--- src/rtl/evt_frame_dispatcher.sv ---
// Packet-to-AXI-Stream event dispatcher; accept at edge t -> evt_vld_out at t+1, 1 word/cycle sustained.
// Input never stalls (drops with a pulse when 16 events are held); output holds until evt_rdy_in.
module evt_frame_dispatcher #(
  parameter int PKT_W        = 72,
  parameter int EVT_CNT_BITS = 10,
  parameter int TCK_CNT_BITS = 32,
  parameter int FIFO_AW      = 4,
  parameter int CLK_PER_US   = 75
) (
  input  logic                    clk,
  input  logic                    reset,
  input  logic [PKT_W-1:0]        pkt_data_in,
  input  logic                    pkt_vld_in,
  output logic                    pkt_rdy_out,
  input  logic                    evt_mode_in,
  input  logic [TCK_CNT_BITS-1:0] output_tick_in,
  input  logic [EVT_CNT_BITS-1:0] output_size_in,
  output logic [31:0]             evt_data_out,
  output logic [3:0]              evt_keep_out,
  output logic                    evt_last_out,
  output logic                    evt_vld_out,
  input  logic                    evt_rdy_in,
  output logic                    out_drp_cnt_out,
  output logic [FIFO_AW:0]        fifo_lvl_out
);

  localparam int DEPTH = 1 << FIFO_AW;
  localparam int CW    = FIFO_AW + 1;
  localparam int US_W  = (CLK_PER_US > 1) ? $clog2(CLK_PER_US) : 1;
  localparam logic [0:0] S_OPEN    = 1'b0;
  localparam logic [0:0] S_CLOSING = 1'b1;

  logic                    r_pkt_rdy;
  logic [31:0]             r_mem [DEPTH];
  logic [FIFO_AW-1:0]      r_wr_ptr, r_rd_ptr;
  logic [CW-1:0]           r_fifo_cnt;
  logic [31:0]             r_evt_dat;
  logic                    r_evt_last, r_evt_vld, r_drp;
  logic [US_W-1:0]         r_us_cnt;
  logic [TCK_CNT_BITS-1:0] r_tck_cnt;
  logic [EVT_CNT_BITS-1:0] r_frm_cnt;
  logic [0:0]              r_state;
  logic [CW-1:0]           r_close_rem;

  logic [31:0]             w_evt;
  logic [CW-1:0]           w_occ, w_fifo_after, w_rem_new;
  logic                    w_acc, w_full, w_push, w_drop, w_fifo_ne, w_load;
  logic [EVT_CNT_BITS-1:0] w_size_eff, w_frm_eff;
  logic                    w_closing, w_last, w_tick, w_frm_busy, w_enter;
  logic                    w_unused;

  assign w_unused = ^{pkt_data_in[7:2], pkt_data_in[0]};

  assign w_evt = (evt_mode_in & pkt_data_in[1]) ? pkt_data_in[71:40] : pkt_data_in[39:8];

  // Occupancy counts the word parked in the output register as well as the FIFO.
  assign w_occ     = r_fifo_cnt + CW'(r_evt_vld);
  assign w_acc     = pkt_vld_in & r_pkt_rdy;
  assign w_full    = (w_occ == CW'(DEPTH));
  assign w_push    = w_acc & ~w_full;
  assign w_drop    = w_acc & w_full;
  assign w_fifo_ne = (r_fifo_cnt != '0);
  assign w_load    = w_fifo_ne & (~r_evt_vld | evt_rdy_in);

  // r_frm_cnt == 0 marks a fresh frame; the size limit is sampled on its first word.
  assign w_size_eff = (output_size_in == '0) ? EVT_CNT_BITS'(1) : output_size_in;
  assign w_frm_eff  = (r_frm_cnt == '0) ? w_size_eff : r_frm_cnt;
  assign w_closing  = (r_state == S_CLOSING);
  assign w_last     = (w_frm_eff == EVT_CNT_BITS'(1)) | (w_closing & (r_close_rem == CW'(1)));

  assign w_tick       = (r_tck_cnt == '0) & (output_tick_in != '0);
  assign w_frm_busy   = (r_frm_cnt != '0) | w_fifo_ne;
  assign w_fifo_after = r_fifo_cnt - CW'(w_load);
  assign w_rem_new    = (w_fifo_after == '0) ? CW'(1) : w_fifo_after;
  // A same-cycle size-limited last that empties everything leaves nothing to close.
  assign w_enter      = w_tick & ~w_closing & w_frm_busy &
                        ~(w_load & w_last & (w_fifo_after == '0));

  assign pkt_rdy_out     = r_pkt_rdy;
  assign evt_data_out    = r_evt_dat;
  assign evt_keep_out    = 4'hF;
  assign evt_last_out    = r_evt_last;
  assign evt_vld_out     = r_evt_vld;
  assign out_drp_cnt_out = r_drp;
  assign fifo_lvl_out    = w_occ;

  always_ff @(posedge clk) begin
    if (w_push) r_mem[r_wr_ptr] <= w_evt;
  end

  always_ff @(posedge clk or posedge reset) begin
    if (reset) begin
      r_pkt_rdy  <= 1'b0;
      r_wr_ptr   <= '0;
      r_rd_ptr   <= '0;
      r_fifo_cnt <= '0;
      r_drp      <= 1'b0;
    end else begin
      r_pkt_rdy <= 1'b1;
      r_drp     <= w_drop;
      if (w_push) r_wr_ptr <= r_wr_ptr + FIFO_AW'(1);
      if (w_load) r_rd_ptr <= r_rd_ptr + FIFO_AW'(1);
      case ({w_push, w_load})
        2'b10:   r_fifo_cnt <= r_fifo_cnt + CW'(1);
        2'b01:   r_fifo_cnt <= r_fifo_cnt - CW'(1);
        default: r_fifo_cnt <= r_fifo_cnt;
      endcase
    end
  end

  always_ff @(posedge clk or posedge reset) begin
    if (reset) begin
      r_evt_dat  <= '0;
      r_evt_last <= 1'b0;
      r_evt_vld  <= 1'b0;
    end else if (w_load) begin
      r_evt_dat  <= r_mem[r_rd_ptr];
      r_evt_last <= w_last;
      r_evt_vld  <= 1'b1;
    end else if (evt_rdy_in) begin
      r_evt_last <= 1'b0;
      r_evt_vld  <= 1'b0;
    end
  end

  // Free-running microsecond prescaler; the tick period never stalls.
  always_ff @(posedge clk or posedge reset) begin
    if (reset) begin
      r_us_cnt  <= US_W'(CLK_PER_US - 1);
      r_tck_cnt <= '0;
    end else begin
      if (r_us_cnt == '0) r_us_cnt <= US_W'(CLK_PER_US - 1);
      else                r_us_cnt <= r_us_cnt - US_W'(1);
      if (r_tck_cnt == '0)     r_tck_cnt <= output_tick_in;
      else if (r_us_cnt == '0) r_tck_cnt <= r_tck_cnt - TCK_CNT_BITS'(1);
    end
  end

  always_ff @(posedge clk or posedge reset) begin
    if (reset) begin
      r_frm_cnt   <= '0;
      r_state     <= S_OPEN;
      r_close_rem <= '0;
    end else begin
      if (w_load) r_frm_cnt <= w_last ? '0 : (w_frm_eff - EVT_CNT_BITS'(1));
      if (w_enter) begin
        r_state     <= S_CLOSING;
        r_close_rem <= w_rem_new;
      end else if (w_load & w_closing) begin
        if (w_last) r_state     <= S_OPEN;
        else        r_close_rem <= r_close_rem - CW'(1);
      end
    end
  end

endmodule

--- config.mk ---
export PLATFORM = sky130hd
export DESIGN_NAME = evt_frame_dispatcher
export DESIGN_NICKNAME = d
export VERILOG_FILES = /design/src/rtl/evt_frame_dispatcher.sv
export SDC_FILE = /design/constraint.sdc
export NUM_CORES = 1
export LEC_CHECK = 0
export BUFFER_PORTS_ARGS = -buffer_cell sky130_fd_sc_hd__buf_4
export CORE_AREA = 2 2 255 257
export CTS_CLUSTER_SIZE = 10
export DETAILED_ROUTE_END_ITERATION = 7
export DIE_AREA = 0 0 257 259
export PLACE_DENSITY_LB_ADDON = 0.12
export SLEW_MARGIN = 25
export SYNTH_ARGS = -nofsm -noshare
export SYNTH_HDL_FRONTEND = slang
export SYNTH_SLANG_ARGS = --single-unit
--- constraint.sdc ---
create_clock -name clk -period 6.68 [get_ports clk]
set_clock_uncertainty 0.15 [all_clocks]
set_input_delay 1.002 -clock clk [delete_from_list [all_inputs] [get_ports clk]]
set_output_delay 1.002 -clock clk [all_outputs]
set_load 0.02 [all_outputs]
==> impl_results.md <==
* Run status: finished clean
* WP buf/inv at 1
* Share of layout cells above drive strength 1 at 29.35%
* Largest net degree at the start of global routing at 69
* Syn Area/Cell at 17.65 um^2
* Clock network power share at 31.9%
* Hold path start: r_us_cnt[0]
* Syn-to-layout area delta at 17.81%
* Clock buffer depth at 3
* First-pass GRT wire length at 90230 um
* Sequential-to-total area share from yosys stat at 70.86%
* Largest cells by area after synthesis: edfxtp_1 61%, mux4_2 13%, dfrtp_1 10%
* Post-DRT Antenna Nets at 0
* Slew Limit Fails at 0
* Worst VDD drop at 0.1999 mV
* Root Driver: clkbuf_16
* CP top delay family: simple AND/OR/NAND/NOR gates
* Main flop type after synthesis: edfxtp_1
* Period utilization at 61.70%
* Maximum clock frequency at 242.6 MHz
* DR pass1 iterations at 4
* Worst-path cell chain: ha_1 -> ha_1 -> xor2_1 -> nor3_1 -> a31oi_1 -> nand3b_1 -> nor2_4 -> buf_4
* Via count at 13560
* Asr flop ratio synth at 16.88%
* #FFs+latches synth at 616
* Vias per cell at 5.328
* Setup TNS at 0 ns
* Initial Util at 39.72%
* Sequential power share at 41.8%
* Drt total wl at 59660 um
* Nature of the critical path startpoint: register
* Most used cell, CP: ha_1
* Syn Inst Count at 1438
* Yosys top cell area share at 60.59%
* # H-tree levels at 3
* Gr usage total at 18.20%
* Post-DP HPWL at 33110 um
* DRC errors left at 0
* Endpoints failing setup at 0
* Initial drt markers at 1020
* Post-synth top cells: 512 x edfxtp_1, 150 x nand2_1, 144 x mux4_2, 101 x dfrtp_1, 57 x o21ai_0
* Hold_ws at 0.3072 ns
* Placed Instances at 2408
* Gr ovfl total at 0
* CTS tree: built
* Cell taking the most area after synthesis: edfxtp_1
* Arrival @ worst endpoint at 4.23 ns
* Antenna violations before repair at 1
* Vias in the first global route at 14230
* Placer Congestion at 0.8299
* Largest fanout on the critical path at 19
* Comb power frac at 26.3%
* Reg clk slew, reported paths at 0.05 ns
* Sw Share at 29.74%
* Row count at 93
* Relative slew margins at 37.68%
* Synth cell types at 69
* Post-CTS Setup Bufs at 0
* Cell area after synthesis at 25370 um^2
* Slew @ Worst Pin at 0.9277 ns
* CP Capture Type: register
* Fin cells at 2545
* NetSw at 0.003495 W
* Worst-skew pair later-pin latency at 0.60 ns
* Layout Utilization at 46.79%
* Worst setup startpoint: r_fifo_cnt[0]
* Core area at 63880 um^2
* PD cells at 393.2 nW/um^2
* Clock sink count at 616
* Crit path time final at 4.122 ns
* Die Wd at 257 um
* Critical R2R Launch: r_fifo_cnt[0]
* Final hold violation count at 0
* Yosys Warn Count at 0
* Fill cells at 5436
* Lkg Pwr at 10.19 nW
* Top-count cell post-synth: edfxtp_1
* Post-cts hold buffer count at 0
* Resized Gates After CTS at 0
* Total CTS buffers at 75
* Die height at 259 um
* Port Buffer Count at 152
* Inserted Diodes at 0
* DIE AREA at 66560 um^2
* Nets at 1770
* Finished Cell Area at 29890 um^2
* Max incr delay on CP at 0.76 ns
* Slowest CP cell: a31oi_1
* IO Pins at 164
* RSZ-0062 raised after global routing: false
* Critical setup path kind: reg2reg
* Post-synth EDFFs at 512
* Int Pwr at 0.008258 W
* Placement-stage cell area at 27630 um^2
* Hold Path Class: reg2reg
* Worst EP required at 6.79 ns
* Max-capacitance violation count at 0
* Wire per inst at 23.44 um
-- power groups by stage --
stage                     logic [W]  registers (W)  clock network [W]
after floorplan             0.00223        0.00489                  0
after CTS                   0.00317        0.00492            0.00386
final                       0.00310        0.00491            0.00375
after global routing        0.00338        0.00497            0.00401
after detailed placement    0.00317        0.00499                  0
after global placement      0.00315        0.00498                  0
-- path summary, 6_finish.rpt --
path / endpoint / slack, ns / cells after the start
setup / recovery: r_mem[10][6] / 2.56 / 8
hold / removal: r_us_cnt[0] / 0.31 / 1
setup reg to reg: r_mem[10][6] / 2.56 / 8
hold reg to reg: r_us_cnt[0] / 0.31 / 1
max in group asynchronous: r_rd_ptr[1] / 4.64 / 3
min in group asynchronous: r_frm_cnt[0] / 0.45 / 2
-- area by class of cell --
class	instances	area [um^2]	area share, %
clock buffer	128	2137	7.149
clock inverter	9	118.9	0.3976
sequential	616	17990	60.18
multi-input combinational	723	7076	23.67
tap	855	1070	3.579
inverter	32	122.6	0.4102
timing repair buffer	182	1379	4.613
-- placed cells by master (no fill, tap or decap), types with 9 or more instances in the layout --
cell type,count
edfxtp_1,512
nor4_1,25
buf_4,181
nor2_1,31
nor3_1,22
ha_1,20
xor2_1,13
o21ai_0,57
inv_1,29
mux2_2,32
xnor2_1,33
o221ai_1,16
clkbuf_1,48
nand3_1,13
nand2_1,149
nand2b_1,9
mux4_2,144
a21oi_1,15
mux2i_1,21
clkbuf_16,76
dfrtp_1,98
-- cell families (layout without fill, tap and decap cells) --
| kind of cell | after synthesis | in the layout | synth area share (%) |
|---|---|---|---|
| AO/OA/AOI/OAI | 128 | 128 | 3.284 |
| XOR/XNOR | 46 | 46 | 1.588 |
| adder cells (fa/ha/maj) | 21 | 21 | 1.065 |
| buffers and inverters | 103 | 351 | 1.627 |
| flip-flops | 616 | 616 | 70.86 |
| multiplexers | 199 | 199 | 15.15 |
| other | 1 | 5 | 0.01478 |
| AND/OR/NAND/NOR | 324 | 324 | 6.410 |
-- metrics by stage --
stage / power, W / setup slack, ns
final: 0.01175 / 2.558
after global routing: 0.01236 / 2.227
after CTS: 0.01195 / 2.372
after detailed placement: 0.008164 / 2.375
after global placement: 0.008130 / 2.404
after floorplan: 0.007114 / 0.8645
-- metal layers --
layer | track usage, % | routed length, um | share of wire (%) | up-vias
li1 | - | - | - | 6087
met1 | 24.81 | 26660 | 45 | 7084
met2 | 30.32 | 29140 | 49 | 310
met3 | 3.447 | 2731 | 4.6 | 79
met4 | 4.441 | 1123 | 1.9 | 0
met5 | 0 | 0 | 0 | -
-- sequential cells by signal (all words and copies together) (netlist names) --
signal / cells
r_tck_cnt: 32
evt_last_out: 1
r_rd_ptr: 4
evt_vld_out: 1
r_frm_cnt: 10
r_close_rem: 5
out_drp_cnt_out: 1
pkt_rdy_out: 1
r_us_cnt: 7
evt_data_out: 32
r_state: 1
r_wr_ptr: 4
r_fifo_cnt: 5
r_mem: 512
Note: power is estimated with default switching activity, not from simulation.
